<file path="config.mk">
export PLATFORM = sky130hd
export DESIGN_NAME = pkt_id_allocator
export DESIGN_NICKNAME = d
export VERILOG_FILES = /design/src/rtl/pkt_id_allocator_pkg.sv /design/src/rtl/pkt_id_fifo.sv /design/src/rtl/pkt_id_allocator.sv
export SDC_FILE = /design/constraint.sdc
export NUM_CORES = 1
export LEC_CHECK = 0
export ABC_AREA = 1
export ABC_CLOCK_PERIOD_IN_PS = 6560
export CAP_MARGIN = 40
export CORE_UTILIZATION = 40
export CTS_CLUSTER_SIZE = 10
export DETAILED_ROUTE_END_ITERATION = 6
export PLACE_DENSITY = 0.52
export SLEW_MARGIN = 5
export SYNTH_ARGS = -nofsm -noshare
export SYNTH_HDL_FRONTEND = slang
export SYNTH_SLANG_ARGS = --single-unit
</file>
<file path="constraint.sdc">
create_clock -name clk -period 6.56 [get_ports clk]
set_input_delay 1.968 -clock clk [delete_from_list [all_inputs] [get_ports clk]]
set_output_delay 1.968 -clock clk [all_outputs]
set_load 0.02 [all_outputs]
</file>
<file path="src/rtl/pkt_id_allocator_pkg.sv">
// Shared packet-buffer constants and the allocator state encoding.
package pkt_id_allocator_pkg;

    localparam int PKT_NUM           = 32;  // packet slots in the packet buffer
    localparam int PKT_AWIDTH        = 5;   // packet ID width, 2**PKT_AWIDTH >= PKT_NUM
    localparam int LOW_WM_DEF        = 16;  // default low watermark for ingress backpressure
    localparam int STABLE_CYCLES_DEF = 50;  // default idle cycles after reset before seeding

    typedef enum logic [1:0] {
        ST_WAIT_STABLE = 2'd0,
        ST_INIT        = 2'd1,
        ST_RUN         = 2'd2
    } alloc_state_e;

endpackage

</file>
<file path="src/rtl/pkt_id_fifo.sv">
// Single-clock circular FIFO of free IDs with a show-ahead output register.
// DEPTH need not be a power of two; pointers wrap DEPTH-1 -> 0.
// count covers the storage array only, not the output register.
module pkt_id_fifo
    import pkt_id_allocator_pkg::*;
#(
    parameter int DEPTH = PKT_NUM,
    parameter int W     = PKT_AWIDTH
) (
    input  logic         clk,
    input  logic         rst,
    input  logic         wr_en,
    input  logic [W-1:0] wr_data,
    input  logic         load_en,   // output register may only fill while enabled
    input  logic         rd_ready,
    output logic         rd_valid,
    output logic [W-1:0] rd_data,
    output logic [W:0]   count,
    output logic         full
);

    logic [W-1:0] mem [DEPTH];
    logic [W-1:0] rd_ptr, wr_ptr;
    logic         empty, wr, load;

    function automatic logic [W-1:0] ptr_inc(input logic [W-1:0] p);
        return (p == W'(DEPTH - 1)) ? '0 : p + 1'b1;
    endfunction

    assign full  = (count == (W+1)'(DEPTH));
    assign empty = (count == '0);
    assign wr    = wr_en & ~full;
    // Refill when the head is leaving or the output register is empty; a
    // write into an empty array is never forwarded in the same cycle.
    assign load  = load_en & ~empty & (~rd_valid | rd_ready);

    // Storage array, no reset needed: contents are only read behind count.
    always_ff @(posedge clk) begin
        if (wr) mem[wr_ptr] <= wr_data;
    end

    // Pointers, occupancy and the show-ahead output register.
    always_ff @(posedge clk) begin
        if (rst) begin
            rd_ptr   <= '0;
            wr_ptr   <= '0;
            count    <= '0;
            rd_valid <= 1'b0;
            rd_data  <= '0;
        end else begin
            if (wr)   wr_ptr <= ptr_inc(wr_ptr);
            if (load) rd_ptr <= ptr_inc(rd_ptr);
            case ({wr, load})
                2'b10:   count <= count + 1'b1;
                2'b01:   count <= count - 1'b1;
                default: count <= count;
            endcase
            if (load) begin
                rd_valid <= 1'b1;
                rd_data  <= mem[rd_ptr];
            end else if (rd_ready) begin
                rd_valid <= 1'b0;
            end
        end
    end

endmodule

</file>
<file path="src/rtl/pkt_id_allocator.sv">
// Packet-buffer ID allocator: seeds the free list after a settle delay,
// serves allocations in FIFO order of return, tracks in-use IDs and flags
// double frees. STABLE_CYCLES must be at least 1.
module pkt_id_allocator
    import pkt_id_allocator_pkg::*;
#(
    parameter int NUM_IDS       = PKT_NUM,
    parameter int ID_WIDTH      = PKT_AWIDTH,
    parameter int LOW_WM        = LOW_WM_DEF,
    parameter int STABLE_CYCLES = STABLE_CYCLES_DEF
) (
    input  logic                clk,
    input  logic                rst,
    output logic                alloc_valid,
    output logic [ID_WIDTH-1:0] alloc_data,
    input  logic                alloc_ready,
    input  logic                free_valid,
    input  logic [ID_WIDTH-1:0] free_data,
    output logic                free_ready,
    output logic                init_done,
    output logic [ID_WIDTH:0]   free_count,
    output logic                almost_empty,
    output logic                err_double_free
);

    localparam int SC_W = $clog2(STABLE_CYCLES + 1);

    alloc_state_e        state, state_nxt;
    logic [SC_W-1:0]     stable_cnt;
    logic [ID_WIDTH-1:0] seed_id;
    logic [NUM_IDS-1:0]  in_use;
    logic                seed_wr, run;
    logic                fifo_full, fifo_wr;
    logic [ID_WIDTH-1:0] fifo_wdata;
    logic [ID_WIDTH:0]   fifo_count, fill_nxt;
    logic                alloc_xfer, free_xfer, id_ok, dbl_free, push;

    // State register.
    always_ff @(posedge clk) begin
        if (rst) state <= ST_WAIT_STABLE;
        else     state <= state_nxt;
    end

    // Settle counter and seed ID generator.
    always_ff @(posedge clk) begin
        if (rst) begin
            stable_cnt <= '0;
            seed_id    <= '0;
        end else begin
            if (state == ST_WAIT_STABLE) stable_cnt <= stable_cnt + 1'b1;
            if (state == ST_INIT)        seed_id    <= seed_id + 1'b1;
        end
    end

    // Next-state: settle, write one seed per cycle, then run until reset.
    always_comb begin
        state_nxt = state;
        case (state)
            ST_WAIT_STABLE: if (stable_cnt == SC_W'(STABLE_CYCLES - 1)) state_nxt = ST_INIT;
            ST_INIT:        if (seed_id == ID_WIDTH'(NUM_IDS - 1))      state_nxt = ST_RUN;
            ST_RUN:         state_nxt = ST_RUN;
            default:        state_nxt = ST_WAIT_STABLE;
        endcase
    end

    // State-decoded controls.
    always_comb begin
        seed_wr    = (state == ST_INIT);
        run        = (state == ST_RUN);
        init_done  = run;
        free_ready = run & ~fifo_full;
    end

    assign alloc_xfer = alloc_valid & alloc_ready;
    assign free_xfer  = free_valid & free_ready;
    // IDs outside the slot range were never handed out, so they count as double frees.
    assign id_ok      = ({1'b0, free_data} < (ID_WIDTH+1)'(NUM_IDS));
    assign dbl_free   = free_xfer & ~(id_ok && in_use[free_data]);
    assign push       = free_xfer & ~dbl_free;

    // Seeding and returned IDs share the write port; they never overlap
    // because free_ready is low outside RUN.
    assign fifo_wr    = seed_wr | push;
    assign fifo_wdata = seed_wr ? seed_id : free_data;

    pkt_id_fifo #(
        .DEPTH (NUM_IDS),
        .W     (ID_WIDTH)
    ) u_fifo (
        .clk      (clk),
        .rst      (rst),
        .wr_en    (fifo_wr),
        .wr_data  (fifo_wdata),
        .load_en  (run),
        .rd_ready (alloc_ready),
        .rd_valid (alloc_valid),
        .rd_data  (alloc_data),
        .count    (fifo_count),
        .full     (fifo_full)
    );

    assign free_count = fifo_count + (ID_WIDTH+1)'(alloc_valid);

    // Occupancy after this edge, so the watermark flag moves with free_count.
    always_comb begin
        fill_nxt = free_count;
        if (fifo_wr)    fill_nxt = fill_nxt + 1'b1;
        if (alloc_xfer) fill_nxt = fill_nxt - 1'b1;
    end

    // Registered low-watermark flag.
    always_ff @(posedge clk) begin
        if (rst) almost_empty <= 1'b1;
        else     almost_empty <= (int'(fill_nxt) <= LOW_WM);
    end

    // In-use bitmap: set on allocation, cleared on a legal free. Both can
    // never target the same ID in one cycle, since an ID sitting in the
    // output register is not in use.
    always_ff @(posedge clk) begin
        if (rst) begin
            in_use <= '0;
        end else begin
            if (alloc_xfer) in_use[alloc_data] <= 1'b1;
            if (push)       in_use[free_data]  <= 1'b0;
        end
    end

    // Sticky double-free error.
    always_ff @(posedge clk) begin
        if (rst)           err_double_free <= 1'b0;
        else if (dbl_free) err_double_free <= 1'b1;
    end

endmodule

</file>
==> impl_metrics.json, run 1 <==
{
  "tns_ns": 0,
  "wl_per_cell_um": 18.82,
  "num_vias": 7505,
  "syn_inst": 1031,
  "finalNetCount": 1080,
  "synth-seq-cells": 229,
  "dieArea_mm2": 0.02653,
  "post-place-cells": 1348,
  "syn_area_per_cell_um2": 10.04,
  "rows": 58,
  "p_comb_share_pct": 2.3,
  "path_clk_slew_ns": 0.06,
  "slew_headroom_pct": 45.02,
  "clock_sinks": 229,
  "synth_warnings": 0,
  "routed_wl_mm": 26.28,
  "p_leak_nw": 4.299,
  "ant_nets": 0,
  "ir_worst_vdd_mv": 0.1455,
  "layout-drive-gt1-share_pct": 5.816,
  "slew_viol_final": 0,
  "post-cts-setup-buffers": 0,
  "cts_buffers": 27,
  "worstPathArrival_ns": 5.86,
  "hold_class": "reg -> reg",
  "path_common_cell": "nand2_1",
  "drt_iter0_markers": 615,
  "yosysMostFrequentCell": "edfxtp_1",
  "grt_pass1_wl_mm": 41.32,
  "max_freq_mhz": 183.7,
  "setup_slack_ns": 1.116,
  "final_area_mm2": 0.01170,
  "cts_hold_buf": 0,
  "grt_usage_pct": 20.15,
  "ys_types": 35,
  "place_hpwl_mm": 16.55,
  "antenna_found_initial": 0,
  "power.switching_mw": 0.6291,
  "root_buffer": "clkbuf_16",
  "drcViolationCount": 0,
  "p_seq_share_pct": 52.4,
  "fp.coreArea_mm2": 0.02525,
  "worst_setup_path_start_kind": "input pin",
  "fin_cells": 1396,
  "power.share.switching_pct": 21.21,
  "period_minus_slack_ns": 5.444,
  "synth_edf_count": 160,
  "post-place-ws_ns": 0.5864,
  "skew_ns": 0.01563,
  "crit_path_max_fanout": 35,
  "status": "finished clean",
  "fin_crit_sh_pct": 82.99,
  "antenna_cells": 0,
  "grt_max_degree": 46,
  "port_buffers": 24,
  "ys.flop_type": "edfxtp_1",
  "synth_area_leaders": "edfxtp_1 46%, dfxtp_1 13%, o21ai_0 5.3%",
  "synth_area_mm2": 0.01035,
  "critPathKind": "in -> reg",
  "grt_pass1_vias": 7289,
  "hold_viol": 0,
  "setup_viol": 0,
  "viasPerCell": 5.376,
  "worst_ep_required_time_ns": 6.98,
  "cp-end-kind": "flip-flop",
  "clock_latency_ns": 0.54,
  "synth_top_area_share_pct": 46.40,
  "place_congestion": 0.8179,
  "cts_tree": "done",
  "p_int_mw": 2.336,
  "overflow": 0,
  "drt_pass1_iterations": 5,
  "placed_area_mm2": 0.01093,
  "power.clock.fraction_pct": 45.3,
  "htreeDepth": 1,
  "die_h_um": 162.9,
  "worst-slew-pin-transition_ns": 0.8247,
  "start_util_pct": 41.00,
  "cpPeakStageDelay_ns": 0.72,
  "syn_nets": 1064,
  "async_reset_ff_share_pct": 0,
  "chipWidth_um": 162.9,
  "ys_seq_area_share_pct": 59.75,
  "postCtsResizedCells": 0,
  "synth_top_area_cell": "edfxtp_1",
  "syn_to_final_growth_pct": 13.04,
  "p_per_area_mw_per_mm2": 253.4,
  "cts_buffer_depth": 3,
  "utilization_pct": 46.34,
  "critPathSlowestCell": "clkdlybuf4s50_1",
  "synth_commonest_cells": "160 x edfxtp_1, 136 x nor2_1, 125 x nand2_1",
  "cap_viol_max_count": 0,
  "io_pins": 25,
  "rsz0062_at_grt": "no"
}
## path summary, 6_finish.rpt
check	slack, ns	end	from	cells after the start
max	1.12	u_fifo.count[5]	free_data[1]	26
min	0.45	err_double_free	err_double_free	2
max reg2reg	2.76	u_fifo.count[5]	u_fifo.count[1]	22
min reg2reg	0.45	err_double_free	err_double_free	2
## metal layers
layer | global-route usage, % | wire length, um | share of wire [%] | vias up
met5 | 0 | 0 | 0 | -
met4 | 5.183 | 463 | 1.8 | 0
met3 | 3.107 | 1281 | 4.9 | 39
met2 | 31.32 | 11930 | 45 | 171
met1 | 29.25 | 12600 | 48 | 3590
li1 | - | - | - | 3705
## worst max-delay path, delay by kind of cell
kind | cells | cell delay (ns)
buffers and inverters | 6 | 1.36
and+or+nand+nor | 13 | 1.38
AOI/OAI and AO/OA | 5 | 0.59
adders and majority gates | 2 | 0.57
## area by class of cell
cell class              count  area, um2
fillers                  2394      13550
repair buffers             37      345.3
flip-flops and latches    229       6187
well taps                 330      412.9
inverters                 103      389.1
clock inverters             2      27.53
clock buffers              46      747.0
multi-input cells         649       3595
## cells by family after synthesis
family / count (synthesis) / synth area share [%]
and+or+nand+nor: 362 / 15.09
DFF: 229 / 59.75
buffers and inverters: 153 / 5.716
adders and majority gates: 24 / 2.973
xor gates and xnor gates: 9 / 0.7613
AOI/OAI and AO/OA: 254 / 15.71
## metrics by stage
stage	hold WS, ns	total power, mW
floorplan	0.4397	1.621
global placement	0.4446	1.652
detailed placement	0.4532	1.652
CTS	0.4612	2.994
global route	0.4814	3.054
finish	0.4538	2.965
## cells in the final DEF, fill, tap and decap left out, types with 17 or more instances in the layout
cell type / synthesis / routed
nand3_1: 65 / 65
dfxtp_1: 69 / 68
inv_1: 97 / 97
ha_1: 23 / 23
clkbuf_16: 0 / 27
nand2_1: 125 / 125
clkbuf_1: 44 / 19
edfxtp_1: 160 / 160
clkdlybuf4s50_1: 0 / 24
o21bai_1: 28 / 28
o21ai_0: 109 / 105
o311ai_0: 32 / 32
nor3_1: 17 / 17
o221ai_1: 40 / 40
nor2_1: 136 / 136
a21oi_1: 32 / 31
## state kept, by name, summed over array words and instances (netlist names)
signal	cells
almost_empty	1
err_double_free	1
in_use	32
seed_id	5
stable_cnt	6
state	2
u_fifo.count	6
u_fifo.mem	160
u_fifo.rd_data	5
u_fifo.rd_ptr	5
u_fifo.rd_valid	1
u_fifo.wr_ptr	5
## power groups by stage
stage / Clock [mW] / Combinational [mW] / Sequential (mW)
after floorplan: 0 / 0.0377 / 1.58
after global placement: 0 / 0.0689 / 1.58
after CTS: 1.37 / 0.0695 / 1.55
after global routing: 1.42 / 0.0764 / 1.55
after detailed placement: 0 / 0.0690 / 1.58
final: 1.34 / 0.0691 / 1.55
Note: power is estimated with default switching activity, not from simulation.
==> inputs of run 2 (changes only) <==
--- a/config.mk
+++ b/config.mk
@@ -6,7 +6,7 @@
 export NUM_CORES = 1
 export LEC_CHECK = 0
 export ABC_AREA = 1
-export ABC_CLOCK_PERIOD_IN_PS = 6560
+export ABC_CLOCK_PERIOD_IN_PS = 5500
 export CAP_MARGIN = 40
 export CORE_UTILIZATION = 40
 export CTS_CLUSTER_SIZE = 10
==> constraint.sdc (replaced) <==
create_clock -name clk -period 5.5 [get_ports clk]
set_input_delay 1.65 -clock clk [delete_from_list [all_inputs] [get_ports clk]]
set_output_delay 1.65 -clock clk [all_outputs]
set_load 0.02 [all_outputs]
==> impl_metrics.json, run 2 (same netlist as run 1, synthesis figures left out) <==
{
  "status": "finished clean",
  "tns_ns": 0,
  "grt_use_met3_pct": 2.496,
  "worstPathArrival_ns": 5.21,
  "p_per_area_mw_per_mm2": 307.4,
  "slew_headroom_pct": 44.39,
  "grt_pass1_vias": 7226,
  "fillers": 2444,
  "cap_viol_max_count": 0,
  "period_minus_slack_ns": 4.777,
  "final_common_cell": "edfxtp_1",
  "setup_viol": 0,
  "overflow": 0,
  "fp.coreArea_mm2": 0.02525,
  "start_util_pct": 41.00,
  "layout-drive-gt1-share_pct": 7.050,
  "cts_buffer_depth": 3,
  "slew_viol_final": 0,
  "grt_pass1_wl_mm": 41.66,
  "registers.top_by_ff_count": "u_fifo.mem",
  "post-cts-setup-buffers": 0,
  "clock_latency_ns": 0.55,
  "use_met1_pct": 30.64,
  "cts_tree": "done",
  "postCtsResizedCells": 0,
  "num_vias": 7551,
  "place_hpwl_mm": 16.46,
  "worst-slew-pin-transition_ns": 0.8341,
  "wl_per_cell_um": 18.75,
  "routed_wl_mm": 26.40,
  "port_buffers": 24,
  "grt_usage_pct": 20.40,
  "busiest_layer": "met2",
  "holdWs_ns": 0.4569,
  "hold_class": "reg -> reg",
  "rows": 58,
  "crit_path_max_fanout": 14,
  "worst_ep_required_time_ns": 5.93,
  "max_freq_mhz": 209.3,
  "cp-end-kind": "flip-flop",
  "path_clk_slew_ns": 0.06,
  "cts_buffers": 28,
  "syn_to_final_growth_pct": 14.69,
  "layout_common_cells": "160 x edfxtp_1, 136 x nor2_1, 125 x nand2_1, 105 x o21ai_0, 97 x inv_1",
  "utilization_pct": 47.02,
  "grt_use_met2_pct": 31.22,
  "critPathKind": "in -> reg",
  "io_pins": 25,
  "rsz0062_at_grt": "no",
  "place_congestion": 0.8505,
  "worst_setup_path_start_kind": "input pin",
  "ant_nets": 0,
  "fin_crit_sh_pct": 86.86,
  "antenna_found_initial": 0,
  "reg_top3": "u_fifo.mem x160, in_use x32",
  "cts_hold_buf": 0,
  "die_h_um": 162.9,
  "hold_viol": 0,
  "drt_pass1_iterations": 4,
  "p_leak_nw": 4.392,
  "viasPerCell": 5.363,
  "clock_sinks": 229,
  "drt_iter0_markers": 485,
  "ir_worst_vdd_mv": 0.1768,
  "chipWidth_um": 162.9,
  "skew_ns": 0.01751,
  "htreeDepth": 1,
  "dieArea_mm2": 0.02653,
  "root_buffer": "clkbuf_16",
  "drcViolationCount": 0,
  "largest_reg_flops": 160,
  "antenna_cells": 0,
  "grt_max_degree": 82,
  "finalNetCount": 1089
}
==> run 2: worst max-delay path: stages <==
cell	delay [ns]
clkdlybuf4s50_1	0.52
buf_4	0.23
o21ai_1	0.09
nand2_1	0.06
nand2_1	0.05
nand2_1	0.05
nand2_1	0.05
nor2_1	0.19
nand2_1	0.14
nand2_4	0.09
nand2_4	0.09
inv_4	0.10
nor2_8	0.05
inv_2	0.14
ha_1	0.28
ha_1	0.31
a21oi_1	0.15
and2_1	0.19
inv_1	0.05
a21oi_1	0.11
inv_1	0.05
a21oi_1	0.16
nor2_1	0.06
nor2_1	0.08
nand2_1	0.07
o21ai_0	0.15
a21oi_1	0.05
==> run 2: final timing paths <==
| kind | from | end | slack [ns] | cells past startpoint |
|---|---|---|---|---|
| max | free_data[0] | u_fifo.count[5] | 0.72 | 27 |
| min | err_double_free | err_double_free | 0.46 | 2 |
| max reg2reg | state[1] | u_fifo.count[5] | 1.69 | 20 |
| min reg2reg | err_double_free | err_double_free | 0.46 | 2 |
==> run 2: metrics by stage <==
| step | std cells | worst slack, ns | cell area, um2 | total power [mW] |
|---|---|---|---|---|
| final | 1408 | 0.7226 | 11880 | 3.650 |
| after global routing | 1408 | 0.3356 | 11880 | 3.779 |
| after CTS | 1408 | 0.7991 | 11880 | 3.688 |
| after detailed placement | 1356 | 0.2359 | 11010 | 1.975 |
| after global placement | 1353 | 0.2722 | 10960 | 1.972 |
| after floorplan | 1031 | 1.087 | 10350 | 1.934 |
==> run 2: cell type report <==
cell class                      instances  area, um2  area share [%]
Sequential cell                       229       6187           52.10
Clock buffer                           49      819.5           6.901
Tap cell                              330      412.9           3.477
Multi-Input combinational cell        649       3595           30.27
Clock inverter                          3      42.54          0.3582
Inverter                              103      389.1           3.277
Timing Repair Buffer                   45      429.2           3.614
==> run 2: report_power, final <==
part | switching (mW) | internal (mW) | total, mW | leakage (nW)
clock | 0.706 | 1.01 | 1.71 | 0.409
sequential | 0.00591 | 1.85 | 1.85 | 1.99
combinational | 0.0617 | 0.0237 | 0.0854 | 1.99
total | 0.773 | 2.88 | 3.65 | 4.39
==> run 2: per-layer routing <==
layer / routed length [um] / up-vias
met5: 0 / -
met4: 348 / 0
met3: 1073 / 38
met2: 11770 / 144
met1: 13210 / 3645
li1: - / 3724
==> inputs of run 3 (changes only) <==
--- a/config.mk
+++ b/config.mk
@@ -12,7 +12,8 @@
 export CTS_CLUSTER_SIZE = 10
 export DETAILED_ROUTE_END_ITERATION = 6
 export PLACE_DENSITY = 0.52
-export SLEW_MARGIN = 5
+export SKIP_LAST_GASP = 1
+export SLEW_MARGIN = 20
 export SYNTH_ARGS = -nofsm -noshare
 export SYNTH_HDL_FRONTEND = slang
 export SYNTH_SLANG_ARGS = --single-unit
==> impl_metrics.json, run 3 (same netlist as run 1, synthesis figures left out) <==
{
  "drt_iter0_markers": 546,
  "slew_viol_final": 0,
  "fp.coreArea_mm2": 0.02525,
  "post-place-ws_ns": 0.1966,
  "power.total_mw": 3.621,
  "p_leak_nw": 4.385,
  "multi_input_area_mm2": 0.003595,
  "dieArea_mm2": 0.02653,
  "rows": 58,
  "p_per_area_mw_per_mm2": 305.4,
  "grt_use_met2_pct": 31.41,
  "ir_worst_vdd_mv": 0.1853,
  "path_clk_slew_ns": 0.06,
  "drcViolationCount": 0,
  "period_minus_slack_ns": 4.795,
  "p_comb_share_pct": 2.4,
  "grt_max_degree": 82,
  "hold_viol": 0,
  "worst-slew-pin-transition_ns": 0.7185,
  "placed_area_mm2": 0.01100,
  "clock_sinks": 229,
  "power.switching_mw": 0.7706,
  "place_congestion": 0.8505,
  "worst_ep_required_time_ns": 5.93,
  "grt_usage_pct": 20.45,
  "busiest_layer": "met2",
  "path_common_cell": "nand2_1",
  "htreeDepth": 1,
  "cap_viol_max_count": 0,
  "place_hpwl_mm": 16.61,
  "rsz0062_at_grt": "no",
  "postCtsResizedCells": 0,
  "wl_per_cell_um": 18.88,
  "largest_reg_flops": 160,
  "start_util_pct": 41.00,
  "fillers": 2449,
  "syn_to_final_growth_pct": 14.51,
  "die_h_um": 162.9,
  "worstPathArrival_ns": 5.22,
  "fin_crit_sh_pct": 87.18,
  "power.share.switching_pct": 21.28,
  "ant_nets": 0,
  "finalNetCount": 1090,
  "grt_use_met3_pct": 2.139,
  "final_area_mm2": 0.01186,
  "critPathSlowestCell": "clkdlybuf4s50_1",
  "worst_setup_path_start_kind": "input pin",
  "cts_buffer_depth": 3,
  "registers.top_by_ff_count": "u_fifo.mem",
  "fin_cells": 1408,
  "p_seq_share_pct": 51.2,
  "cts_buffers": 28,
  "reg_top3": "u_fifo.mem x160, in_use x32",
  "post-place-cells": 1356,
  "port_buffers": 24,
  "power.clock.fraction_pct": 46.5,
  "chipWidth_um": 162.9,
  "cpPeakStageDelay_ns": 0.52,
  "antenna_found_initial": 0,
  "cp-end-kind": "flip-flop",
  "critPathKind": "in -> reg",
  "drt_pass1_iterations": 5,
  "layout_common_cells": "160 x edfxtp_1, 136 x nor2_1, 125 x nand2_1, 105 x o21ai_0, 97 x inv_1",
  "setup_viol": 0,
  "skew_ns": 0.02058,
  "crit_path_max_fanout": 14,
  "cts_tree": "done",
  "setup_slack_ns": 0.7049,
  "root_buffer": "clkbuf_16",
  "use_met1_pct": 30.48,
  "io_pins": 25,
  "status": "finished clean",
  "cts_hold_buf": 0,
  "antenna_cells": 0,
  "regArea_mm2": 0.006187,
  "tns_ns": 0,
  "grt_pass1_wl_mm": 41.86,
  "num_vias": 7580,
  "max_freq_mhz": 208.5,
  "layout-drive-gt1-share_pct": 6.957,
  "clock_latency_ns": 0.55,
  "post-cts-setup-buffers": 0,
  "viasPerCell": 5.384,
  "hold_class": "reg -> reg",
  "slew_headroom_pct": 51.95,
  "p_int_mw": 2.851,
  "grt_pass1_vias": 7309,
  "routed_wl_mm": 26.58,
  "overflow": 0,
  "final_common_cell": "edfxtp_1"
}
[run 3: changes by cell type in the layout (fill, tap and decap cells not counted), sizes merged]
cell	change
buf	+1
clkinvlp	-1
clkbuf	-1
clkinv	+1
[run 3: stage by stage]
step	utilization (%)	hold slack, ns
after floorplan	-	0.4397
after global placement	43.40	0.4409
after detailed placement	43.54	0.4591
after CTS	46.87	0.4674
after global routing	46.95	0.4938
final	46.95	0.4563
[run 3: area by class of cell]
class	instances	area share, %
Tap cell	330	3.482
Sequential cell	229	52.18
Clock buffer	48	6.712
Timing Repair Buffer	46	3.651
Inverter	103	3.282
Multi-Input combinational cell	649	30.32
Clock inverter	3	0.3694
[run 3: worst paths after layout]
check / start / endpoint / slack [ns] / cells after the start
min: err_double_free / err_double_free / 0.46 / 2
max: free_data[0] / u_fifo.count[5] / 0.70 / 27
max reg2reg: state[1] / u_fifo.count[5] / 1.70 / 20
min reg2reg: err_double_free / err_double_free / 0.46 / 2
[run 3: power groups by stage]
stage / logic, mW / registers (mW) / clock network, mW
4_1_cts: 0.0862 / 1.85 / 1.72
6_report: 0.0857 / 1.85 / 1.68
3_3_place_gp: 0.0830 / 1.89 / 0
2_1_floorplan: 0.0449 / 1.89 / 0
3_5_place_dp: 0.0859 / 1.89 / 0
5_1_grt: 0.0948 / 1.85 / 1.79
[run 3: critical path, delay by kind of cell]
kind,cells,cell delay (ns)
simple gates,13,1.21
buf+inv,6,1.09
compound gates,6,0.70
fa+ha+maj,2,0.58
[run 3: per-layer routing]
metal,part of all wire (%),wire length (um)
met5,0,0
met4,2.0,541
met3,4.1,1086
met2,44,11820
met1,49,13130
